File: src/rtl/alu_pkg.sv
// alu_pkg: shared op codes, FSM state encoding and datapath width for the sequenced ALU.
package alu_pkg;
    localparam int DATA_W = 32;
    localparam logic [2:0] ALU_AND = 3'b000;
    localparam logic [2:0] ALU_OR  = 3'b001;
    localparam logic [2:0] ALU_ADD = 3'b010;
    localparam logic [2:0] ALU_SUB = 3'b011;
    localparam logic [2:0] ALU_MUL = 3'b110;
    typedef enum logic [1:0] {IDLE, MUL, DONE} state_t;
endpackage

File: src/rtl/alu_mul_seq_if.sv
// alu_mul_seq_if: request/result bundle of the sequenced ALU.
//   valid_i/ready_o request handshake, data1_i/data2_i operands, ALUCtrl_i op code,
//   valid_o/data_o result pulse and register, stall_o pipeline freeze request.
//   slave = the ALU block, master = the pipeline driving it.
interface alu_mul_seq_if;
    import alu_pkg::*;
    logic              valid_i;
    logic              ready_o;
    logic [DATA_W-1:0] data1_i;
    logic [DATA_W-1:0] data2_i;
    logic [2:0]        ALUCtrl_i;
    logic              valid_o;
    logic [DATA_W-1:0] data_o;
    logic              stall_o;
    modport slave  (input valid_i, data1_i, data2_i, ALUCtrl_i, output ready_o, valid_o, data_o, stall_o);
    modport master (output valid_i, data1_i, data2_i, ALUCtrl_i, input ready_o, valid_o, data_o, stall_o);
endinterface

File: src/rtl/alu_mul_step.sv
// alu_mul_step: one shift-add multiply iteration, acc_next = acc + mcand * slice (mod 2^32).
//   acc, mcand in; slice = low BITS_PER_CYCLE multiplier bits in; acc_next out. Purely combinational.
module alu_mul_step
    import alu_pkg::*;
#(
    parameter int BITS_PER_CYCLE = 1
) (
    input  logic [DATA_W-1:0]         acc,
    input  logic [DATA_W-1:0]         mcand,
    input  logic [BITS_PER_CYCLE-1:0] slice,
    output logic [DATA_W-1:0]         acc_next
);
    assign acc_next = acc + mcand * {{(DATA_W-BITS_PER_CYCLE){1'b0}}, slice};
endmodule

File: src/rtl/alu_mul_seq.sv
// alu_mul_seq: EX-stage ALU with single-cycle logic/add/sub and an iterative shift-add MUL.
//   clk_i clock, rst_i async active-high reset, bus (alu_mul_seq_if.slave) request/result bundle.
//   Optional ALU_MUL_EARLY_EXIT_EN: finish MUL as soon as the remaining multiplier bits are zero.
module alu_mul_seq
    import alu_pkg::*;
#(
    parameter int BITS_PER_CYCLE = 1
) (
    input  logic         clk_i,
    input  logic         rst_i,
    alu_mul_seq_if.slave bus
);
    localparam int MUL_ITERS = 32 / BITS_PER_CYCLE;
    localparam int CNT_W = $clog2(MUL_ITERS);
    localparam logic [CNT_W-1:0] CNT_INIT = CNT_W'(MUL_ITERS - 1);
    localparam logic [CNT_W-1:0] CNT_ONE = CNT_W'(1);

    if (!(BITS_PER_CYCLE == 1 || BITS_PER_CYCLE == 2 || BITS_PER_CYCLE == 4)) begin : g_bad_bpc
        $error("alu_mul_seq: BITS_PER_CYCLE must be 1, 2 or 4");
    end

    state_t            state, state_n;
    logic [DATA_W-1:0] acc, mcand, mplier, acc_n, mplier_sh, alu_res, data_q;
    logic [CNT_W-1:0]  cnt;
    logic              accept, is_mul, mul_last;

    assign bus.ready_o = state != MUL;
    assign bus.valid_o = state == DONE;
    assign bus.data_o  = data_q;
    assign accept      = bus.valid_i && bus.ready_o;
    assign is_mul      = bus.ALUCtrl_i == ALU_MUL;
    assign bus.stall_o = state == MUL || (accept && is_mul);
    assign mplier_sh   = mplier >> BITS_PER_CYCLE;
`ifdef ALU_MUL_EARLY_EXIT_EN
    assign mul_last    = cnt == '0 || mplier_sh == '0;
`else
    assign mul_last    = cnt == '0;
`endif

    alu_mul_step #(.BITS_PER_CYCLE(BITS_PER_CYCLE)) u_step (
        .acc      (acc),
        .mcand    (mcand),
        .slice    (mplier[BITS_PER_CYCLE-1:0]),
        .acc_next (acc_n)
    );

    always_comb begin
        alu_res = bus.ALUCtrl_i == ALU_AND ? bus.data1_i & bus.data2_i :
                  bus.ALUCtrl_i == ALU_OR  ? bus.data1_i | bus.data2_i :
                  bus.ALUCtrl_i == ALU_ADD ? bus.data1_i + bus.data2_i :
                  bus.ALUCtrl_i == ALU_SUB ? bus.data1_i - bus.data2_i : bus.data1_i;
        state_n = accept ? (is_mul ? MUL : DONE) :
                  state == DONE ? IDLE :
                  state == MUL && mul_last ? DONE : state;
    end

    always_ff @(posedge clk_i or posedge rst_i)
        if (rst_i) state <= IDLE;
        else       state <= state_n;

    always_ff @(posedge clk_i or posedge rst_i)
        if (rst_i) begin
            acc    <= '0;
            mcand  <= '0;
            mplier <= '0;
            cnt    <= '0;
            data_q <= '0;
        end else if (accept && is_mul) begin
            acc    <= '0;
            mcand  <= bus.data1_i;
            mplier <= bus.data2_i;
            cnt    <= CNT_INIT;
        end else if (accept) begin
            data_q <= alu_res;
        end else if (state == MUL) begin
            acc    <= acc_n;
            mcand  <= mcand << BITS_PER_CYCLE;
            mplier <= mplier_sh;
            cnt    <= cnt - CNT_ONE;
            if (mul_last) data_q <= acc_n;
        end
endmodule
File: src/flat_wrapper.sv
// flat-port wrapper written by rule: the top's interface ports become plain ports
module alu_mul_seq_flat import alu_pkg::*;
#(
    parameter int BITS_PER_CYCLE = 1
)
  (clk_i, rst_i, bus_valid_i, bus_data1_i, bus_data2_i, bus_ALUCtrl_i, bus_ready_o, bus_valid_o, bus_data_o, bus_stall_o);
  alu_mul_seq_if bus_i ();
  input  logic clk_i;
  input  logic rst_i;
  input wire logic [$bits(bus_i.valid_i)-1:0] bus_valid_i;
  input wire logic [$bits(bus_i.data1_i)-1:0] bus_data1_i;
  input wire logic [$bits(bus_i.data2_i)-1:0] bus_data2_i;
  input wire logic [$bits(bus_i.ALUCtrl_i)-1:0] bus_ALUCtrl_i;
  output wire logic [$bits(bus_i.ready_o)-1:0] bus_ready_o;
  output wire logic [$bits(bus_i.valid_o)-1:0] bus_valid_o;
  output wire logic [$bits(bus_i.data_o)-1:0] bus_data_o;
  output wire logic [$bits(bus_i.stall_o)-1:0] bus_stall_o;
  assign bus_i.valid_i = bus_valid_i;
  assign bus_i.data1_i = bus_data1_i;
  assign bus_i.data2_i = bus_data2_i;
  assign bus_i.ALUCtrl_i = bus_ALUCtrl_i;
  assign bus_ready_o = bus_i.ready_o;
  assign bus_valid_o = bus_i.valid_o;
  assign bus_data_o = bus_i.data_o;
  assign bus_stall_o = bus_i.stall_o;
  alu_mul_seq #(.BITS_PER_CYCLE(BITS_PER_CYCLE)) u_core (.clk_i(clk_i), .rst_i(rst_i), .bus(bus_i));
endmodule
File: config.mk
export PLATFORM = sky130hd
export DESIGN_NAME = alu_mul_seq_flat
export DESIGN_NICKNAME = d
export VERILOG_FILES = /design/src/rtl/alu_pkg.sv /design/src/rtl/alu_mul_seq_if.sv /design/src/rtl/alu_mul_step.sv /design/src/rtl/alu_mul_seq.sv /design/src/flat_wrapper.sv
export SDC_FILE = /design/constraint.sdc
export NUM_CORES = 1
export LEC_CHECK = 0
export ABC_AREA = 1
export BUFFER_PORTS_ARGS = -buffer_cell sky130_fd_sc_hd__buf_2
export CELL_PAD_IN_SITES_DETAIL_PLACEMENT = 1
export CELL_PAD_IN_SITES_GLOBAL_PLACEMENT = 1
export CORE_MARGIN = 8
export CORE_UTILIZATION = 30
export DETAILED_ROUTE_END_ITERATION = 6
export GPL_TIMING_DRIVEN = 0
export HOLD_SLACK_MARGIN = 0.12
export PLACE_DENSITY = 0.63
export SYNTH_ARGS = -nofsm -noshare
export SYNTH_HDL_FRONTEND = slang
export SYNTH_SLANG_ARGS = --single-unit
File: constraint.sdc
create_clock -name clk_i -period 5.6 [get_ports clk_i]
set_input_delay 0.56 -clock clk_i [delete_from_list [all_inputs] [get_ports clk_i]]
set_output_delay 0.56 -clock clk_i [all_outputs]
set_load 0.02 [all_outputs]
**Word-level counts from Yosys, hierarchy flattened**

Index checks and enable logic that the tools add are counted.

- Bits in registers: 135
- RAM bits: 0
- Bits of input ports: 70
- Memories kept: 0
- Latch bits: 0
- Logic and storage cells: 57
- Memory bits (read-only): 0

- Mux-type cells: 23
- Eq/ne operators: 8
- Bitwise gates (word level): 3
- Add/subtract/negate cells: 4
- Shift-type cells: 0
- Reduce and logical (&&, ||, !) cells: 12
- Multiply operators: 1
- Order comparisons: 0
- Divide/modulo/power cells: 0

Operator list:

| operator | count |
|---|---|
| 32-bit two-way mux | 16 |
| 32-bit adder | 2 |
| 32-bit AND | 1 |
| 32-bit by 1-bit multiplier with 32-bit output | 1 |
| 32-bit OR | 1 |
| 32-bit subtractor | 1 |
| 5-bit two-way mux | 3 |
| 2-bit two-way mux | 4 |
| 3-bit by 2-bit == test with 1-bit output, second input constant | 2 |
| 2-bit nonzero test | 3 |
| 5-bit zero test | 1 |
| 5-bit by 1-bit subtractor with 5-bit output, second input constant | 1 |
| 3-bit by 1-bit == test with 1-bit output, second input constant | 1 |
| 3-bit == test, second input constant | 1 |
| 1-bit logical AND | 3 |
| 3-bit zero test | 1 |
| 3-bit AND reduction | 1 |
| 3-bit nonzero test | 1 |
| 2-bit by 1-bit == test with 1-bit output, second input constant | 1 |
| 2-bit == test, second input constant | 1 |
| 2-bit by 1-bit != test with 1-bit output, second input constant | 1 |
| 2-bit != test, second input constant | 1 |
| 2-bit AND reduction | 1 |
| 1-bit logical OR | 1 |
| 1-bit inverter | 1 |

**Depth between registers and ports, before layout**

- Depth in word-level cells: 6
- Depth in mapped cells: 21
- Gate-level depth less buffers: 20

**Hierarchy**

A second synthesis with hierarchy kept.

- Cells, all modules: 2416
- Area total of the unflattened synthesis: 14478.9 µm²

By module, submodules not included:

| module | times used | area each (µm²) | seq. area each (µm²) | cells an instance |
|---|---|---|---|---|
| alu_mul_seq | 1 | 11907.7 | 3378.2 | 1859 |
| alu_mul_step | 1 | 2571.2 | 0.0 | 557 |

**Least setup slack after synthesis**

OpenSTA, ideal clock, no wires.

- Path type: reg-to-reg
- Start point: register u_core.mplier[0]
- End point: register u_core.acc[26]
- Path buffers: 2
- Path slack: 3.114 ns
- Clock period less this slack: 2.486 ns
- Stages on the path, launching flop included: 18
- Arrival time: 2.368 ns
- Path through: dfrtp_1 > clkbuf_1 > clkbuf_1 > nand2_1 > inv_1 > ha_1 > fa_1 > nand2_1 > nand3_1 > o21ai_2 > o21ai_2 > a21boi_1 > o21ai_1 > nand2_1 > nand2_1 > nand2_1 > a21oi_1 > a21o_1

- Longest elaborated chain between the ends: 5

Ends and longest elaborated chain:

| what | line | text |
|---|---|---|
| from (decl) | alu_mul_seq.sv:23 | `logic [DATA_W-1:0] acc, mcand, mplier, acc_n, mplier_sh, alu_res, data_q;` |
| from (signal assigned) | alu_mul_seq.sv:71 | `mplier <= bus.data2_i;` |
| from (signal assigned) | alu_mul_seq.sv:78 | `mplier <= mplier_sh;` |
| 32-bit by 1-bit multiplier with 32-bit output | alu_mul_step.sv:13 | `assign acc_next = acc + mcand * {{(DATA_W-BITS_PER_CYCLE){1'b0}}, slice};` |
| 32-bit adder | alu_mul_step.sv:13 |  |
| 32-bit two-way mux | alu_mul_seq.sv:75 | `end else if (state == MUL) begin` |
| 32-bit two-way mux | alu_mul_seq.sv:73 | `end else if (accept) begin` |
| 32-bit two-way mux | alu_mul_seq.sv:68 | `end else if (accept && is_mul) begin` |
| to (signal assigned) | alu_mul_seq.sv:76 | `acc <= acc_n;` |
| to (decl) | alu_mul_seq.sv:23 |  |

No other way between the ends. The select of a mux whose other input is x is not followed.
A chain may end at the register's enable or synchronous reset.

**Final worst setup path**

- Start point: register u_core.mplier[0]
- End point: register u_core.data_q[24], in the netlist u_core.bus.data_o[24]

- Longest elaborated chain between the ends: 5

Ends and longest elaborated chain:

| what | line | text |
|---|---|---|
| 32-bit by 1-bit multiplier with 32-bit output | alu_mul_step.sv:13 |  |
| 32-bit adder | alu_mul_step.sv:13 |  |
| 32-bit two-way mux | alu_mul_seq.sv:80 | `if (mul_last) data_q <= acc_n;` |
| 32-bit two-way mux | alu_mul_seq.sv:75 |  |
| 32-bit two-way mux | alu_mul_seq.sv:73 |  |
| to (signal assigned) | alu_mul_seq.sv:74 | `data_q <= alu_res;` |
| to (signal assigned) | alu_mul_seq.sv:80 |  |
| to (decl) | alu_mul_seq.sv:23 |  |

No other way between the ends. The select of a mux whose other input is x is not followed.

==> results_dict.tcl <==
set metrics [dict create \
    crit_required_ns 5.94 \
    rsz0062_at_grt "false" \
    gr-total-overflow 0 \
    cts_repair_resize_count 0 \
    path_clk_slew_ns 0.06 \
    syn_to_final_growth_pct 13.1 \
    seqCellArea_sq_um 3380 \
    worst_ep_arrival_time_ns 3.86 \
    ys_seq_area_share_pct 23.9 \
    drc 0 \
    wl_microns 66000 \
    p_per_area_nw_per_um2 297 \
    synth.yosys.warnings 0 \
    r2r_start "u_core.mplier[0]" \
    n_fill_cell 6124 \
    synth.avg_cell_area_sq_um 6.28 \
    io_pins 105 \
    hp-class "in2async" \
    insertion_delay_ns 0.45 \
    hold_viol 0 \
    final_util_pct 34.4 \
    crit_fanout 10 \
    drv_cap 0 \
    tns_ns 0 \
    ctsHoldBuffers 0 \
    antenna_found_initial 0 \
    synth-main-ff-cell "dfrtp_1" \
    dp_hpwl_microns 55700 \
    leakagePower_nw 8.72 \
    htree_levels 4 \
    clock_path_buffers 2 \
    post_cts_buffers 0 \
    synth_area_sq_um 14200 \
    start_util_pct 30.4 \
    finalClockSkew_ns 0.0107 \
    setup_violations 0 \
    port_buffers 104 \
    slew_violations 0 \
    cts-root-buf "clkbuf_16" \
    place_congestion 0.958 \
    nets 2581 \
    cts_tree "yes" \
    synth_fp_nets 2457 \
    rrSetupSlack_ns 2.07 \
    vdd_ir_drop_max_mv 0.219 \
    critPathCaptureType "flip-flop" \
    dp.cells 2968 \
    relSlewSlack_pct 35.2 \
    fin_cells 2996 \
    r2r_end "u_core.bus.data_o[24]" \
    startpoint_type "flip-flop" \
    worst_pin_slew_ns 0.973 \
    drtIter0Drc 925 \
    core_sq_um 46600 \
    multiInputGateArea_sq_um 8980 \
    rows 79 \
    cts_buffers 17 \
    die_w_microns 233 \
    synth_edf_count 0 \
    async_reset_ff_share_pct 100 \
    grt_max_degree 80 \
    syn_inst 2256 \
    path_class "reg2reg" \
    grt_pass1_wl_microns 99600 \
    grt_use_total_pct 24.2 \
    die_h_microns 233 \
    reg2reg_depth 19 \
    synth.distinct_cells 56 \
    status "finished, final reports clean" \
    synth-seq-cells 135 \
    dieArea_sq_um 54400 \
    fmax_ghz 0.283 \
    grt_pass1_vias 16300 \
    diodes 0 \
    dr.pass1.iters 5 \
    drive_gt1_share_pct 10.5 \
    fin_crit_ns 3.53 \
    cts_sinks 135 \
    ant_nets 0 \
    viasPerCell 5.17 \
    vias 15500 \
    wl_per_cell_microns 22.0 \
    period_share_pct 63.0 \
]
## layout make-up
cell class / instances / share of cell area [%]
clock buffers: 20 / 2.85
repair buffers: 105 / 3.42
inverters: 371 / 8.73
plain buffers: 80 / 2.55
multi-input cells: 1670 / 56.1
flip-flops and latches: 135 / 21.1
well taps: 607 / 4.75
clock inverters: 8 / 0.492
## layout by cell type (no fill, tap or decap), types with 4 or more instances in the layout
cell and count:
inv_2 19, nand2_1 709, o211ai_1 43, nand3_2 6, o22ai_1 4, nand3_1 151, o21bai_1 16, inv_1 349
nor2_1 148, a31oi_1 5, clkbuf_1 31, xor2_1 12, nand2_2 15, clkbuf_16 17, o21ai_0 135, a21oi_2 4
o21a_1 4, buf_4 11, o21ai_1 29, nor4_1 4, dfrtp_1 135, nand4_1 17, a22o_1 10, a21o_1 9
a22oi_1 16, a21oi_1 115, nor2_2 7, o221ai_1 19, nor3_1 12, ha_1 128, nor3_2 4, nor2_4 4
xnor2_1 9, buf_2 139
## layer usage
layer / global-route usage (%) / wire length [microns] / up-vias
li1: - / - / 7495
met1: 31.6 / 30200 / 7645
met2: 42.2 / 32000 / 294
met3: 1.71 / 1970 / 69
met4: 7.27 / 1810 / 0
met5: 0 / 0 / -
## sequential cells by signal (all words and copies together) (netlist names)
name	flops
u_core.mcand	32
u_core.mplier	32
u_core.bus.data_o	32
u_core.acc	32
u_core.cnt	5
u_core.state	2
## synthesized netlist by cell type, types with 16 or more instances
master | n | area share [%]
nand3_1 | 151 | 5.3
o21ai_1 | 29 | 1.0
o211ai_1 | 43 | 2.3
clkbuf_1 | 30 | 0.80
o21ai_0 | 135 | 4.8
buf_2 | 35 | 1.2
o221ai_1 | 19 | 1.2
inv_2 | 19 | 0.50
dfrtp_1 | 135 | 24
ha_1 | 128 | 11
nand2_1 | 709 | 19
nand4_1 | 17 | 0.75
nor2_1 | 148 | 3.9
a22oi_1 | 16 | 0.85
a21oi_1 | 115 | 4.1
inv_1 | 350 | 9.3
o21bai_1 | 16 | 0.85
## how the worst max path moves through the flow
stage	start	end	slack [ns]	cells after the start
after floorplan	rst_i	u_core.acc[0]	1.43	1
after global placement	rst_i	u_core.mplier[24]	-0.49	2
after detailed placement	u_core.mplier[0]	u_core.bus.data_o[24]	2.08	19
after CTS	u_core.mplier[0]	u_core.bus.data_o[24]	2.04	19
after global routing	u_core.mplier[0]	u_core.bus.data_o[28]	1.83	17
final	u_core.mplier[0]	u_core.bus.data_o[24]	2.07	19
## stage by stage
step	hold WS [ns]	worst slack [ns]	total power, W	cell area (sq um)
CTS	0.192	2.04	0.00477	16000
global route	0.215	1.83	0.00510	16000
global placement	0.458	-0.488	0.00362	15400
finish	0.177	2.07	0.00476	16000
detailed placement	0.465	2.08	0.00369	15500
floorplan	0.455	1.43	0.00292	14200
## where the power goes
group	switching (W)	total (W)	leakage [nW]	internal, W
Combinational	0.00150	0.00221	6.79	0.000713
Clock	0.000441	0.00106	0.263	0.000622
Sequential	0.000198	0.00148	1.67	0.00128
## cells by family (layout without fill, tap and decap cells)
family	count (synthesis)	after routing	share of synthesized area, %
XOR/XNOR	21	21	1.30
flip-flops	135	135	23.9
AND/OR/NAND/NOR	1094	1094	32.4
buffers and inverters	451	584	12.7
adder cells (fa/ha/maj)	131	131	11.7
AO/OA/AOI/OAI	424	424	18.0
## critical path, stage by stage (launching register included)
cell	delay, ns
dfrtp_1	0.32
clkbuf_1	0.31
clkbuf_1	0.55
nand2_1	0.12
inv_1	0.08
ha_1	0.19
fa_1	0.23
nand2_1	0.07
nand3_1	0.08
o21ai_2	0.08
o21ai_2	0.22
nand2_1	0.08
nand2_1	0.16
nand3_1	0.15
nand4_1	0.10
nand2_1	0.09
o21ai_0	0.35
inv_1	0.09
nand2_1	0.08
nand2_1	0.04
Power figures use the tool's default switching activity.
